`src/rtl/ps2_key_state_tracker_pkg.sv`:
```
// ps2_key_state_tracker_pkg: shared decoder states, PS/2 byte constants and the set-2 key table
package ps2_key_state_tracker_pkg;
  typedef enum logic [1:0] {S_IDLE, S_EXT, S_BREAK, S_EXT_BREAK} ps2State_t;
  localparam int NUMBEROFKEYBOARDINPUTS = 29;
  localparam logic [7:0] BYTE_F0 = 8'hF0;
  localparam logic [7:0] BYTE_E0 = 8'hE0;
  localparam logic [7:0] BYTE_AA = 8'hAA;
  localparam logic [7:0] BYTE_FA = 8'hFA;
  localparam logic [7:0] BYTE_EE = 8'hEE;
  localparam logic [7:0] BYTE_FE = 8'hFE;
  localparam logic [7:0] BYTE_00 = 8'h00;
  localparam logic [7:0] BYTE_FF = 8'hFF;
  // Position in this table is the key index: tilde, 1-0, -, =, bksp, tab, Q-P, [, ], \, space
  localparam logic [0:NUMBEROFKEYBOARDINPUTS-1][7:0] KEY_CODES = {
    8'h0E, 8'h16, 8'h1E, 8'h26, 8'h25, 8'h2E, 8'h36, 8'h3D, 8'h3E, 8'h46,
    8'h45, 8'h4E, 8'h55, 8'h66, 8'h0D, 8'h15, 8'h1D, 8'h24, 8'h2D, 8'h2C,
    8'h35, 8'h3C, 8'h43, 8'h44, 8'h4D, 8'h54, 8'h5B, 8'h5D, 8'h29};
  function automatic logic isClearByte(input logic [7:0] b);
    return b == BYTE_00 || b == BYTE_FF || b == BYTE_AA;
  endfunction
  function automatic logic isIgnoredByte(input logic [7:0] b);
    return b == BYTE_FA || b == BYTE_EE || b == BYTE_FE;
  endfunction
endpackage

```
`src/rtl/ps2_scancode_map.sv`:
```
// ps2_scancode_map: combinational lookup of {ext, code} into a key index
module ps2_scancode_map
  import ps2_key_state_tracker_pkg::*;
#(
  parameter int IDX_W = 5
) (
  input  logic             ext,
  input  logic [7:0]       code,
  output logic             hit,
  output logic [IDX_W-1:0] idx
);
  always_comb begin
    hit = 1'b0;
    idx = '0;
    for (int i = 0; i < NUMBEROFKEYBOARDINPUTS; i++)
      if (!ext && code == KEY_CODES[i]) begin
        hit = 1'b1;
        idx = IDX_W'(i);
      end
  end
endmodule

```
`src/rtl/ps2_key_state_tracker.sv`:
```
// ps2_key_state_tracker: PS/2 set-2 make/break decoder with per-key state and press/release events.
// Define KEY_EVENT_FIFO_EN to add a FIFO of {is_release, key_idx} events.
module ps2_key_state_tracker
  import ps2_key_state_tracker_pkg::*;
#(
  parameter int NUM_KEYS       = 29,
  parameter int IDX_W          = 5,
  parameter int CNT_W          = 5,
  parameter int TIMEOUT_CYCLES = 100000,
  parameter int FIFO_DEPTH     = 8
) (
  input  logic                clock,
  input  logic                resetn,
  input  logic [7:0]          rx_data,
  input  logic                rx_valid,
  output logic [NUM_KEYS-1:0] key_state,
  output logic                press_pulse,
  output logic                release_pulse,
  output logic [IDX_W-1:0]    event_key,
  output logic                unmapped_pulse,
  output logic                any_key_down,
  output logic [CNT_W-1:0]    keys_held,
  input  logic                evt_rd,
  output logic [IDX_W:0]      evt_data,
  output logic                evt_empty,
  output logic                evt_overflow
);
  localparam int TW = $clog2(TIMEOUT_CYCLES);
  ps2State_t state, stateNext;
  logic [TW-1:0] tCnt;
  logic isF0, isE0, finExt, finBrk, doFinal, doClear, hit, doPress, doRelease, doUnmapped;
  logic [IDX_W-1:0] mapIdx;

  assign isF0   = rx_data == BYTE_F0;
  assign isE0   = rx_data == BYTE_E0;
  assign finExt = state == S_EXT || state == S_EXT_BREAK;
  assign finBrk = state == S_BREAK || state == S_EXT_BREAK;

  always_comb begin
    stateNext = state;
    doFinal   = 1'b0;
    doClear   = 1'b0;
    if (rx_valid) begin
      case (state)
        S_IDLE: begin
          stateNext = isF0 ? S_BREAK : isE0 ? S_EXT : S_IDLE;
          doClear   = isClearByte(rx_data);
          doFinal   = !isF0 && !isE0 && !doClear && !isIgnoredByte(rx_data);
        end
        S_EXT: begin
          stateNext = isF0 ? S_EXT_BREAK : isE0 ? S_EXT : S_IDLE;
          doFinal   = !isF0 && !isE0;
        end
        default: begin
          stateNext = S_IDLE;
          doFinal   = !isF0 && !isE0;
        end
      endcase
    end else if (state != S_IDLE && tCnt == TW'(TIMEOUT_CYCLES - 1))
      stateNext = S_IDLE;
  end

  always_ff @(posedge clock or negedge resetn)
    if (!resetn) begin
      state <= S_IDLE;
      tCnt  <= '0;
    end else begin
      state <= stateNext;
      tCnt  <= (rx_valid || stateNext == S_IDLE) ? '0 : tCnt + TW'(1);
    end

  ps2_scancode_map #(.IDX_W(IDX_W)) u_map (
    .ext  (finExt),
    .code (rx_data),
    .hit  (hit),
    .idx  (mapIdx)
  );

  // Typematic repeats and breaks of keys already up are absorbed here
  assign doPress    = doFinal && hit && !finBrk && !key_state[mapIdx];
  assign doRelease  = doFinal && hit && finBrk && key_state[mapIdx];
  assign doUnmapped = doFinal && !hit;

  always_ff @(posedge clock or negedge resetn)
    if (!resetn) begin
      key_state      <= '0;
      keys_held      <= '0;
      press_pulse    <= 1'b0;
      release_pulse  <= 1'b0;
      unmapped_pulse <= 1'b0;
      event_key      <= '0;
    end else begin
      press_pulse    <= doPress;
      release_pulse  <= doRelease;
      unmapped_pulse <= doUnmapped;
      if (doClear) begin
        key_state <= '0;
        keys_held <= '0;
      end else if (doPress) begin
        key_state[mapIdx] <= 1'b1;
        keys_held         <= keys_held + CNT_W'(1);
      end else if (doRelease) begin
        key_state[mapIdx] <= 1'b0;
        keys_held         <= keys_held - CNT_W'(1);
      end
      if (doPress || doRelease) event_key <= mapIdx;
    end

  assign any_key_down = |key_state;

`ifdef KEY_EVENT_FIFO_EN
  localparam int AW = $clog2(FIFO_DEPTH);
  logic [IDX_W:0] fifoMem [FIFO_DEPTH];
  logic [AW:0] wrPtr, rdPtr;
  logic push, pop, full, doPush;

  assign push      = press_pulse | release_pulse;
  assign evt_empty = wrPtr == rdPtr;
  assign full      = wrPtr == {~rdPtr[AW], rdPtr[AW-1:0]};
  assign pop       = evt_rd && !evt_empty;
  assign doPush    = push && (!full || pop);
  assign evt_data  = evt_empty ? '0 : fifoMem[rdPtr[AW-1:0]];

  always_ff @(posedge clock or negedge resetn)
    if (!resetn) begin
      wrPtr        <= '0;
      rdPtr        <= '0;
      evt_overflow <= 1'b0;
    end else begin
      if (doPush) wrPtr <= wrPtr + (AW+1)'(1);
      if (pop) rdPtr <= rdPtr + (AW+1)'(1);
      if (push && full && !pop) evt_overflow <= 1'b1;
    end

  always_ff @(posedge clock)
    if (doPush) fifoMem[wrPtr[AW-1:0]] <= {release_pulse, event_key};
`else
  logic unusedEvtRd;
  assign unusedEvtRd  = evt_rd ^ (FIFO_DEPTH > 0);
  assign evt_empty    = 1'b1;
  assign evt_data     = '0;
  assign evt_overflow = 1'b0;
`endif
endmodule

```
`config.mk`:
```
export PLATFORM = sky130hd
export DESIGN_NAME = ps2_key_state_tracker
export DESIGN_NICKNAME = d
export VERILOG_FILES = /design/src/rtl/ps2_key_state_tracker_pkg.sv /design/src/rtl/ps2_scancode_map.sv /design/src/rtl/ps2_key_state_tracker.sv
export SDC_FILE = /design/constraint.sdc
export NUM_CORES = 1
export LEC_CHECK = 0
export CORE_ASPECT_RATIO = 0.6
export CORE_MARGIN = 5
export CORE_UTILIZATION = 55
export DETAILED_ROUTE_END_ITERATION = 10
export DONT_BUFFER_PORTS = 1
export PLACE_DENSITY = 0.72
export SYNTH_ARGS = -nofsm -noshare
export SYNTH_HDL_FRONTEND = slang
export SYNTH_SLANG_ARGS = --single-unit
```
`constraint.sdc`:
```
create_clock -name clock -period 8.67 [get_ports clock]
set_clock_uncertainty 0.05 [all_clocks]
set_input_delay 0.867 -clock clock [delete_from_list [all_inputs] [get_ports clock]]
set_output_delay 0.867 -clock clock [all_outputs]
set_load 0.005 [all_outputs]
```
### Word-level counts from Yosys, hierarchy flattened

Cells that the tools add are included.

| word-level totals | value |
|---|---|
| input bits | 12 |
| register bits after elaboration | 61 |
| bits in read-only memories | 0 |
| memories kept | 0 |
| word-level logic and storage cells | 196 |
| output and inout bits | 51 |
| memory bits (writable) | 0 |
| bits in latches | 0 |

| cells by class | value |
|---|---|
| divide/modulo/power cells | 0 |
| bitwise logic cells | 3 |
| $add $sub $neg | 3 |
| $mul | 0 |
| magnitude comparators | 2 |
| eq/ne operators | 40 |
| shift-type cells | 0 |
| multiplexer cells | 78 |
| reduce and logical (&&, ||, !) cells | 62 |

Operator list:

| cell | number |
|---|---|
| 8-bit by 6-bit equality test with 1-bit output (second input constant) | 12 |
| 8-bit by 7-bit equality test with 1-bit output (second input constant) | 11 |
| 29-bit 2-to-1 mux | 3 |
| 5-bit 2-to-1 mux | 16 |
| 8-bit equality test (second input constant) | 7 |
| 1-bit logical AND | 40 |
| 1-bit 2-to-1 mux | 37 |
| 8-bit by 5-bit equality test with 1-bit output (second input constant) | 4 |
| 4-bit 2-to-1 mux | 8 |
| 29-bit AND | 1 |
| 29-bit NOT | 1 |
| 29-bit bitwise OR | 1 |
| 29-bit OR reduction | 1 |
| 17-bit by 1-bit adder with 17-bit output (second input constant) | 1 |
| 17-bit equality test (second input constant) | 1 |
| 17-bit 2-to-1 mux | 1 |
| 8-bit by 4-bit equality test with 1-bit output (second input constant) | 2 |
| 2-bit 2-to-1 mux | 6 |
| 3-bit 2-to-1 mux | 4 |
| 1-bit zero test | 8 |
| 8-bit zero test | 1 |
| 1-bit logical OR | 8 |
| 5-bit by 6-bit < comparator with 1-bit output (second input constant) | 1 |
| 5-bit by 1-bit adder with 5-bit output (second input constant) | 1 |
| 10 further kinds | 12 |

### Longest topological paths before layout

Gate-level depths: netlist (run 1).

| logic depth | value |
|---|---|
| depth in word-level cells | 41 |
| mapped depth | 20 |
| depth with buffers taken out | 16 |

### Modules after synthesis

A second synthesis (run 1) with hierarchy kept.

| second synthesis, totals | value |
|---|---|
| cell total of the unflattened synthesis | 466 |
| area, all modules | 4,187.8 sq um |

Modules (own cells, without submodules):

| module | sequential area each (sq um) | cells each | area an instance (sq um) | instances |
|---|---|---|---|---|
| ps2_key_state_tracker | 1,526.5 | 371 | 3,599.7 | 1 |
| ps2_scancode_map | 0.0 | 95 | 588.1 | 1 |

### Worst setup path after synthesis (run 1)

Ideal clock, no wire load.

| timing path | value |
|---|---|
| kind | in2reg |
| from | in rx_data[0] |
| to | reg keys_held[4] |
| path buffers | 2 |
| arrival time | 4.266 ns |
| stages on the path | 18 |
| setup slack | 4.218 ns |
| setup time | 0.136 ns |
| data required time | 8.484 ns |
| cells stage by stage | clkbuf_2 > clkbuf_1 > or4b_1 > a2111oi_0 > o21bai_1 > and3_1 > a31oi_1 > o221ai_1 > nor4_1 > and3_1 > inv_2 > ha_1 > nor2b_1 > o21ai_0 > nand2b_1 > a311oi_1 > o21ai_0 > nor3b_1 |

| on the way | value |
|---|---|
| longest elaborated chain between the ends | 36 |
| elaborated cells on any way between the ends | 149 |
| classes of those cells | 36 x eq/ne; 65 x mux; 48 x reduce/logical |

RTL lines:

| item | RTL line | source |
|---|---|---|
| from (decl) | ps2_key_state_tracker.sv:14 | `input logic [7:0] rx_data,` |
| 8-bit by 5-bit equality test with 1-bit output / 8-bit by 4-bit equality test with 1-bit output (equally long branches) | ps2_scancode_map.sv:16 | `if (!ext && code == KEY_CODES[i]) begin` |
| 1-bit logical AND | ps2_scancode_map.sv:16 |  |
| 1-bit 2-to-1 mux | ps2_scancode_map.sv:16 |  |
| 2-bit 2-to-1 mux / 1-bit 2-to-1 mux (equally long branches) (2 in series) | ps2_scancode_map.sv:16 |  |
| 3-bit 2-to-1 mux / 1-bit 2-to-1 mux (equally long branches) (4 in series) | ps2_scancode_map.sv:16 |  |
| 4-bit 2-to-1 mux / 1-bit 2-to-1 mux (equally long branches) (8 in series) | ps2_scancode_map.sv:16 |  |
| 5-bit 2-to-1 mux / 1-bit 2-to-1 mux (equally long branches) (13 in series) | ps2_scancode_map.sv:16 |  |
| 1-bit binary-select mux with 5-bit select / 1-bit 2-to-1 mux (equally long branches) | ps2_key_state_tracker.sv:80, ps2_key_state_tracker.sv:81, ps2_scancode_map.sv:16 |  |
| 1-bit 2-to-1 mux (implied by the code) / 1-bit logical AND (equally long branches) | ps2_key_state_tracker.sv:80, ps2_key_state_tracker.sv:81 |  |
| 1-bit zero test / 1-bit logical AND (equally long branches) | ps2_key_state_tracker.sv:80 | `assign doPress = doFinal && hit && !finBrk && !key_state[mapIdx];` |
| 1-bit logical AND | ps2_key_state_tracker.sv:80 |  |
| 5-bit 2-to-1 mux | ps2_key_state_tracker.sv:99 | `end else if (doPress) begin` |
| 5-bit 2-to-1 mux | ps2_key_state_tracker.sv:96 | `if (doClear) begin` |
| to (signal assigned) | ps2_key_state_tracker.sv:101 | `keys_held <= keys_held + CNT_W'(1);` |
| to (signal assigned) | ps2_key_state_tracker.sv:104 | `keys_held <= keys_held - CNT_W'(1);` |
| to (decl) | ps2_key_state_tracker.sv:22 | `output logic [CNT_W-1:0] keys_held,` |

Several ways; a longest one is shown, not always the timed one. The select of a mux whose other input is x is not followed.
A chain may end at the register's enable or synchronous reset.

### Final worst setup path (run 1)

| timing path | value |
|---|---|
| from | in rx_data[6] |
| to | reg keys_held[4] |

The elaborated chain is that of the path after synthesis.

==> results of run 1 <==
-- synth_stat cells, types with 4 or more instances --
library cell and count:
dfrtp_1 61, nor2_1 54, nand2_1 32, a21oi_1 29, nand3_1 19, nor3_1 18, nor4_1 13, buf_4 12
and3_1 11, nand4_1 11, xor2_1 11, clkbuf_1 10, inv_1 10, mux2i_1 10, a211oi_1 9, buf_2 9
nor2b_1 9, o21ai_0 9, xnor2_1 9, a211oi_2 7, a31oi_1 7, o221a_2 7, or4_1 7, a311oi_1 5
buf_6 5, nor4b_1 5, a22oi_1 4, and2_1 4, ha_1 4, nand4b_1 4, o211ai_1 4
-- registers in the layout, indices dropped and copies added, names as in the netlist --
register,cells
key_state,29
tCnt,17
event_key,5
keys_held,5
state,2
press_pulse,1
release_pulse,1
unmapped_pulse,1
-- per-layer routing --
layer	track usage	wire, um
met1	0.389	5120
met2	0.356	4920
met3	0.118	1910
met4	0.0637	202
met5	0	0
-- path summary, 6_finish.rpt --
path                               startpoint                  endpoint  slack, ps  cells after the start
max in group asynchronous              resetn  event_key[1]$_DFFE_PN0P_       8290                      0
min in group clock          tCnt[0]$_DFF_PN0_         tCnt[0]$_DFF_PN0_        450                      1
hold / removal                         resetn        state[0]$_DFF_PN0_        180                      0
setup reg to reg           state[0]$_DFF_PN0_  keys_held[4]$_DFFE_PN0P_       3610                     16
setup / recovery                   rx_data[6]  keys_held[4]$_DFFE_PN0P_       3360                     16
hold reg to reg             tCnt[0]$_DFF_PN0_         tCnt[0]$_DFF_PN0_        450                      1
-- critical path, delay by kind of cell --
family	cells	cell delay, ps
buffers and inverters	1	330
AOI/OAI and AO/OA	6	1310
and+or+nand+nor	8	2640
adders and majority gates	1	290
-- power breakdown --
| group | internal, mW | leakage [nW] | switching, mW | total, mW |
|---|---|---|---|---|
| Clock | 0.209 | 0.138 | 0.133 | 0.342 |
| Combinational | 0.0602 | 0.754 | 0.0657 | 0.126 |
| Sequential | 0.315 | 0.822 | 0.0348 | 0.349 |
| Total | 0.583 | 1.71 | 0.234 | 0.817 |
-- cell families (layout without fill, tap and decap cells) --
family | Yosys count | in the layout
other | 2 | 8
adders and majority gates | 5 | 5
muxes | 11 | 11
xor gates and xnor gates | 20 | 20
DFF | 61 | 61
and+or+nand+nor | 215 | 215
buffers and inverters | 51 | 29
AOI/OAI and AO/OA | 102 | 102
-- through the flow --
stage,cells,utilization,cell area [um^2],setup WS (ps)
final,555,0.599,4390,3360
after global routing,555,0.599,4390,3110
after CTS,555,0.599,4390,3640
after detailed placement,539,0.560,4100,3310
after global placement,539,0.560,4100,3540
after floorplan,473,-,4200,4220
-- layout make-up --
type,instances,area (um^2),area share
clock buffers,11,253,0.0576
flip-flops and latches,61,1530,0.348
clock inverters,5,33.8,0.00770
multi-input cells,361,2390,0.545
well taps,104,130,0.0297
inverters,12,45.0,0.0103
repair buffers,1,7.51,0.00171
==> impl_metrics.ini, run 1 <==
[run_status]
status = complete, no violations

[clocking]
clockBufferDepth = 2
cts_buffers = 9
cts.sinks = 61
cts_resized = 0
clk_pin_slew_worst_paths_ps = 60
postCtsSetupBuffers = 0
hold_buffers = 0
tritoncts = built
clk_latency_ps = 330
htree_levels = 3
cts_root_buf = clkbuf_16

[critical_path]
cp_data_arrival_time_ps = 5430
critPathLaunchType = input pin
critPathSlowestCell = nor4_1
criticalPathCategory = input pin to flip-flop
endpoint_kind = flip-flop
worstPathCellList = nor4b_1, a21oi_1, nor4_1, nor4_1, a31oi_1, o221ai_1, nor4_1, and3_1, buf_4, fa_1, nor2b_1, o21ai_0, nand2b_1, a311oi_1, o21ai_0, nor3b_1
path_max_fanout = 30
required_ps = 8790
cp_slowest_stage_delay_ps = 830
crit_path_frequent_cell = nor4_1

[sta]
setup_viol = 0
slew_headroom = 0.200
fin_crit_sh = 0.612
whs_ps = 176
clock.fmax_mhz = 188
period_minus_slack_ps = 5310
timing_worst_slew_pin_value_ps = 1200
rsz0062_at_grt = no
drv_slew = 0
hold_violations = 0
finalSetupTns_ps = 0

[die]
die_w_um = 123
rows = 24
die_area_um2 = 9500
core-area_um2 = 7330
start_util = 0.571
io_pins = 63
die_y_um = 77.5

[global_route]
grt_max_degree = 62
track_usage = 0.265
antenna_found_initial = 0
grt_pass1_wl_mm = 19.5
grt-ovfl-total = 0
grt_pass1_vias = 3508

[drt]
dr.pass1.iters = 5
wl_per_cell_um = 21.9
vias_per_cell = 6.94
drtIter0Drc = 689
dr_total_vias = 3849
drc_errors = 0
wirelength_mm = 12.2
ant_nets = 0

[power]
cellPowerDensity_nw_per_um2 = 186
power_mw = 0.817
irDropWorstVdd_mv = 0.109
p_leak_nw = 1.71

[yosys]
synth_cells = 467
ys_seq_area_frac = 0.365
yosysUniqueCellTypes = 72
synth_mux_area_frac = 0.0266
yosys_warnings = 0
synth-seq-cells = 61
avgSynthCellArea_um2 = 8.95
synth_top_family_by_area = simple AND/OR/NAND/NOR gates
synth_area_leader_cell = dfrtp_1
synthArstFlopShare = 1.00
ys.flop_type = dfrtp_1
synth_area_um2 = 4180
synth_xor_xnor_area_share = 0.0419
yosys.area_share.adder = 0.0168
synth_top_area_share = 0.365
synth_compound_area_frac = 0.180
synth_area_leaders = dfrtp_1 (37%), nor2_1 (4.8%), a21oi_1 (3.5%), nand2_1 (2.9%), mux2i_1 (2.4%)
synth_edf_count = 0
synthSimpleGateAreaFrac = 0.299

[finish]
layout-drive-gt1-share = 0.106
final_common_cell = dfrtp_1
synthToLayoutAreaGrowth_pct = 4.91
fin_nets = 463
nFillCells = 643
final_cell_mix = dfrtp_1 (61), nor2_1 (54), nand2_1 (32)
diodes = 0

[worst_hold_path]
hp-class = input pin to async pin

[placement]
gp_congestion = 0.967
dp.final_hpwl_mm = 8.65
port_buffers = 0

[flow_run]
cap_violations = 0
Note: power is estimated with default switching activity, not from simulation.
==> run 2, diff against run 1 <==
- ABC_AREA: not set -> 1
- PLACE_DENSITY: 0.72 -> 0.75
- clock period: 8.67 -> 4.5 ns (I/O delays scaled with it)
==> impl_metrics.ini, run 2 <==
[run_status]
status = complete, no violations

[die]
die_w_um = 126
rows = 25
die_y_um = 79.5
die_area_um2 = 10000
core-area_um2 = 7850
io_pins = 63
start_util = 0.564

[global_route]
grt-ovfl-total = 0
grt_pass1_wl_mm = 22.3
grt_pass1_vias = 4254
grt_max_degree = 62
track_usage = 0.281
antenna_found_initial = 0

[critical_path]
criticalPathCategory = flip-flop to flip-flop
cp_data_arrival_time_ps = 4370
worstSetupStartpoint = state[0]$_DFF_PN0_
endpoint_kind = flip-flop
crit_path_end = keys_held[4]$_DFFE_PN0P_
r2r_slack_ps = 360
required_ps = 4730
critPathLaunchType = flip-flop
path_max_fanout = 18
timing.rr.start = state[0]$_DFF_PN0_
reg2reg_to = keys_held[4]$_DFFE_PN0P_
ff2ff_path_depth = 23

[yosys]
synth_area_leaders = dfrtp_1 (34%), nand2_1 (18%), nand4_1 (10%), nor2_1 (6.7%), inv_1 (5.5%)
ys.flop_type = dfrtp_1
synth_area_leader_cell = dfrtp_1
synth_area_um2 = 4430
ys_seq_area_frac = 0.345
avgSynthCellArea_um2 = 6.65
synth.most_common_cell = nand2_1
synth_commonest_cells = nand2_1 (213), nor2_1 (79), nand4_1 (73), inv_1 (65), dfrtp_1 (61)
yosys_warnings = 0
synth_cells = 666
synthArstFlopShare = 1.00
synth-seq-cells = 61
synth_edf_count = 0
yosysUniqueCellTypes = 33
synth_top_area_share = 0.345

[drt]
drtIter0Drc = 453
drc_errors = 0
dr.pass1.iters = 5
m1WireLength_mm = 6.47
wl_met2_mm = 5.25
routed-wl-met3_mm = 1.64
ant_nets = 0
wl_per_cell_um = 17.2
vias_per_cell = 5.82
top_layer = met4
dr_total_vias = 4555
wirelength_mm = 13.5

[sta]
hold_violations = 0
finalSetupTns_ps = 0
whs_ps = 184
timing_worst_slew_pin_value_ps = 501
period_minus_slack_ps = 4140
rsz0062_at_grt = no
setup_viol = 0
drv_slew = 0
slew_headroom = 0.663
fin_crit_sh = 0.920
clock.fmax_mhz = 241

[clocking]
cts.sinks = 61
htree_levels = 3
clk_pin_slew_worst_paths_ps = 50
cts_root_buf = clkbuf_16
tritoncts = built
clk_latency_ps = 340
cts_buffers = 9
clockBufferDepth = 2

[power]
p_leak_nw = 2.54
irDropWorstVdd_mv = 0.220
cellPowerDensity_nw_per_um2 = 330

[finish]
final_cell_mix = nand2_1 (213), nor2_1 (79), nand4_1 (73)
fin_nets = 687
stdcell_count = 783
diodes = 0
top_register = key_state
final_common_cell = nand2_1
synthToLayoutAreaGrowth_pct = 9.55
reg_top3 = key_state (29), tCnt (17)
layout-drive-gt1-share = 0.0993
largest_reg_flops = 29
nFillCells = 751

[placement]
gp_congestion = 1.01
post-place-cells = 761
port_buffers = 0
dp.final_hpwl_mm = 9.87

[flow_run]
cap_violations = 0

[worst_hold_path]
hp-class = input pin to flip-flop
-- run 2: power by group --
part	switching, mW	internal, mW
logic	0.170	0.102
clock network	0.271	0.430
registers	0.0446	0.583
-- run 2: per-stage QoR --
stage          area (um^2)  setup slack, ps   util  power, mW
6_report              4850              359  0.618       1.60
5_1_grt               4850             12.9  0.618       1.68
4_1_cts               4820              179  0.614       1.60
3_5_place_dp          4480              159  0.571      0.891
3_3_place_gp          4480              217  0.571      0.880
2_1_floorplan         4450              907      -      0.833
-- run 2: cells by family (layout without fill, tap and decap cells) --
kind of cell / count (synthesis) / in the layout / share of synthesized area
simple gates: 466 / 466 / 0.485
buf+inv: 104 / 107 / 0.111
flops: 61 / 61 / 0.345
compound gates: 21 / 21 / 0.0283
xor+xnor: 7 / 7 / 0.0138
fa+ha+maj: 5 / 5 / 0.0158
other cells: 2 / 8 / 0.00170
-- run 2: cell type report --
class | count | area (um^2) | area share
timing repair buffer | 21 | 193 | 0.0397
tap | 108 | 135 | 0.0279
multi-input combinational | 507 | 2430 | 0.502
clock buffer | 9 | 225 | 0.0464
clock inverter | 7 | 73.8 | 0.0152
inverter | 70 | 263 | 0.0542
sequential | 61 | 1530 | 0.315
-- run 2: worst min path at each step --
stage	from	to	depth (start not counted)
CTS	rx_valid	state[0]$_DFF_PN0_	1
global placement	resetn	tCnt[14]$_DFF_PN0_	0
floorplan	resetn	event_key[0]$_DFFE_PN0P_	0
detailed placement	resetn	tCnt[14]$_DFF_PN0_	0
finish	rx_valid	state[0]$_DFF_PN0_	1
global route	rx_valid	state[0]$_DFF_PN0_	1
-- run 2: per-layer routing --
| metal | global-route usage | vias up |
|---|---|---|
| li1 | - | 2188 |
| met1 | 0.413 | 2118 |
| met2 | 0.389 | 239 |
| met3 | 0.103 | 10 |
| met4 | 0.0664 | 0 |
| met5 | 0 | - |
-- run 2: critical path, cell delays in order (launching register included) --
cell     delay [ps]
dfrtp_1         440
inv_2           180
nand2_1          70
nor2_1          310
inv_1           110
nor2_1          350
inv_2           210
nand4_4         280
nand2_1         100
nand2_1          90
nand2_1          50
nand2_1          70
nand2_1          70
nand2_1         110
nor2_4           70
nand3_2         120
inv_1            80
fa_1            430
o21ai_0         370
xor2_1          230
inv_1            60
nand4_1          80
nand3_1          80
nand2_1          70
-- run 2: what timing repair did --
action	in CTS	in global routing
gates resized for setup	0	1
buffers inserted	0	4
endpoints found under the setup margin	0	1
hold buffers	2	0
hold endpoints to repair	61	0
==> run 3, diff against run 2 <==
- SYNTH_HIERARCHICAL: not set -> 1
==> impl_metrics.ini, run 3 <==
[run_status]
status = complete, no violations

[yosys]
ys_seq_area_frac = 0.335
synth_area_um2 = 4560
synth_area_leaders = dfrtp_1 (33%), nand2_1 (22%), nand3_1 (7.7%), nor2_1 (7.4%), inv_1 (4.4%)
synth-seq-cells = 61
synth_commonest_cells = nand2_1 (270), nor2_1 (90), nand3_1 (70), dfrtp_1 (61), inv_1 (53)
avgSynthCellArea_um2 = 6.31
synthArstFlopShare = 1.00
synth_cells = 722
yosys_warnings = 6
synth_top_area_share = 0.335
synth_edf_count = 0
synth_area_leader_cell = dfrtp_1
ys.flop_type = dfrtp_1
yosysUniqueCellTypes = 39
synth.most_common_cell = nand2_1

[drt]
wl_per_cell_um = 14.8
vias_per_cell = 5.59
drc_errors = 0
drtIter0Drc = 418
dr_total_vias = 4641
dr.pass1.iters = 5
ant_nets = 0
wirelength_mm = 12.3

[die]
die_y_um = 80.5
die_w_um = 128
rows = 25
core-area_um2 = 7980
io_pins = 63
die_area_um2 = 10300
start_util = 0.572

[worst_hold_path]
hp-class = input pin to flip-flop
holdPathEnd = tCnt[8]$_DFF_PN0_
min_path_cells = 1
hp-start = rx_valid

[finish]
final_cell_mix = nand2_1 (270), nor2_1 (90), nand3_1 (70)
fin_nets = 734
top_register = key_state
final_common_cell = nand2_1
regArea_um2 = 1530
largest_reg_flops = 29
nFillCells = 767
reg_top3 = key_state (29), tCnt (17)
multiInputGateArea_um2 = 2610
final_core_util = 0.617
stdcell_count = 830
diodes = 0
layout-drive-gt1-share = 0.0776
synthToLayoutAreaGrowth_pct = 8.01

[clocking]
cts_root_buf = clkbuf_16
clk_pin_slew_worst_paths_ps = 60
tritoncts = built
clk_latency_ps = 330
htree_levels = 3
cts_buffers = 9
cts.sinks = 61
clockBufferDepth = 2

[critical_path]
cp_data_arrival_time_ps = 4230
r2r_slack_ps = 490
path_max_fanout = 11
critPathSlowestCell = ha_1
crit_path_frequent_cell = nand2_1
cp_slowest_stage_delay_ps = 440
criticalPathCategory = flip-flop to flip-flop
critPathLaunchType = flip-flop
ff2ff_path_depth = 29
endpoint_kind = flip-flop
reg2reg_to = keys_held[4]$_DFFE_PN0P_
timing.rr.start = state[0]$_DFF_PN0_
required_ps = 4720

[sta]
fin_crit_sh = 0.891
drv_slew = 0
finalSetupTns_ps = 0
rsz0062_at_grt = no
clock.fmax_mhz = 249
period_minus_slack_ps = 4010
timing_worst_slew_pin_value_ps = 1220
hold_violations = 0
setup_viol = 0
slew_headroom = 0.182

[power]
irDropWorstVdd_mv = 0.245
cellPowerDensity_nw_per_um2 = 315
p_leak_nw = 2.57

[global_route]
track_usage = 0.252
antenna_found_initial = 0
grt_pass1_wl_mm = 20.6
grt_max_degree = 62
grt_pass1_vias = 4126
grt-ovfl-total = 0

[flow_run]
cap_violations = 0

[placement]
gp_congestion = 0.965
port_buffers = 0
post-place-cells = 811
dp.final_hpwl_mm = 8.93
## run 3: cell count changes in the layout (fill, tap and decap cells not counted), moves of 5 or more
cell / delta
o21ai_0: +24
nor2_1: +11
buf_4: -6
xor2_1: +7
or2_2: -8
nand2_1: +57
inv_1: -12
nand3_1: +28
nor2_2: +5
nand4_1: -64
## run 3: power by group
part | total [mW] | internal [mW] | switching [mW]
Clock | 0.690 | 0.430 | 0.260
Sequential | 0.615 | 0.577 | 0.0376
Combinational | 0.246 | 0.0879 | 0.158
## run 3: what timing repair did
action,4_1_cts,5_1_grt
setup endpoints to repair,0,1
buffers inserted,0,1
hold buffers,2,0
resized for setup,0,1
hold endpoints to repair,61,0
## run 3: worst max path at each step
stage,start,endpoint,slack [ps],cells after the start
after floorplan,state[0]$_DFF_PN0_,keys_held[4]$_DFFE_PN0P_,990,30
after global placement,rx_data[7],keys_held[4]$_DFFE_PN0P_,430,27
after detailed placement,rx_data[7],keys_held[4]$_DFFE_PN0P_,410,27
after CTS,state[0]$_DFF_PN0_,keys_held[4]$_DFFE_PN0P_,450,28
after global routing,state[0]$_DFF_PN0_,keys_held[4]$_DFFE_PN0P_,60,29
final,state[0]$_DFF_PN0_,keys_held[4]$_DFFE_PN0P_,490,29
## run 3: layout make-up
cell class	count	share of cell area
clock buffer	9	0.0457
clock inverter	7	0.0150
inverter	59	0.0457
multi-input combinational	572	0.530
sequential	61	0.310
tap	108	0.0274
timing repair buffer	14	0.0259
## run 3: worst max-delay path, delay by kind of cell, from the launching register on
kind,cells,cell delay [ps]
adders and majority gates,1,440
DFF,1,390
buffers and inverters,4,650
AOI/OAI and AO/OA,2,270
xor gates and xnor gates,1,220
and+or+nand+nor,21,1890
## run 3: cells by family (layout without fill, tap and decap cells)
group,Yosys count,count (layout),synth area share
simple gates,493,493,0.460
buf+inv,95,89,0.0974
flops,61,61,0.335
compound gates,49,49,0.0582
xor+xnor,17,17,0.0327
fa+ha+maj,5,5,0.0154
other cells,2,8,0.00165
## run 3: through the flow
stage,power (mW),cell area (um^2),setup WS (ps),hold slack (ps)
after floorplan,0.803,4580,990,104
after global placement,0.836,4580,434,107
after detailed placement,0.853,4580,413,107
after CTS,1.56,4910,451,128
after global routing,1.63,4920,56.3,122
final,1.55,4920,489,138
## run 3: routing by layer
metal | part of all wire | routed length, um | global-route usage
met5 | 0 | 0 | 0
met3 | 0.11 | 1300 | 0.0711
met1 | 0.48 | 5880 | 0.366
met4 | 0.0072 | 89 | 0.0546
met2 | 0.41 | 5040 | 0.372
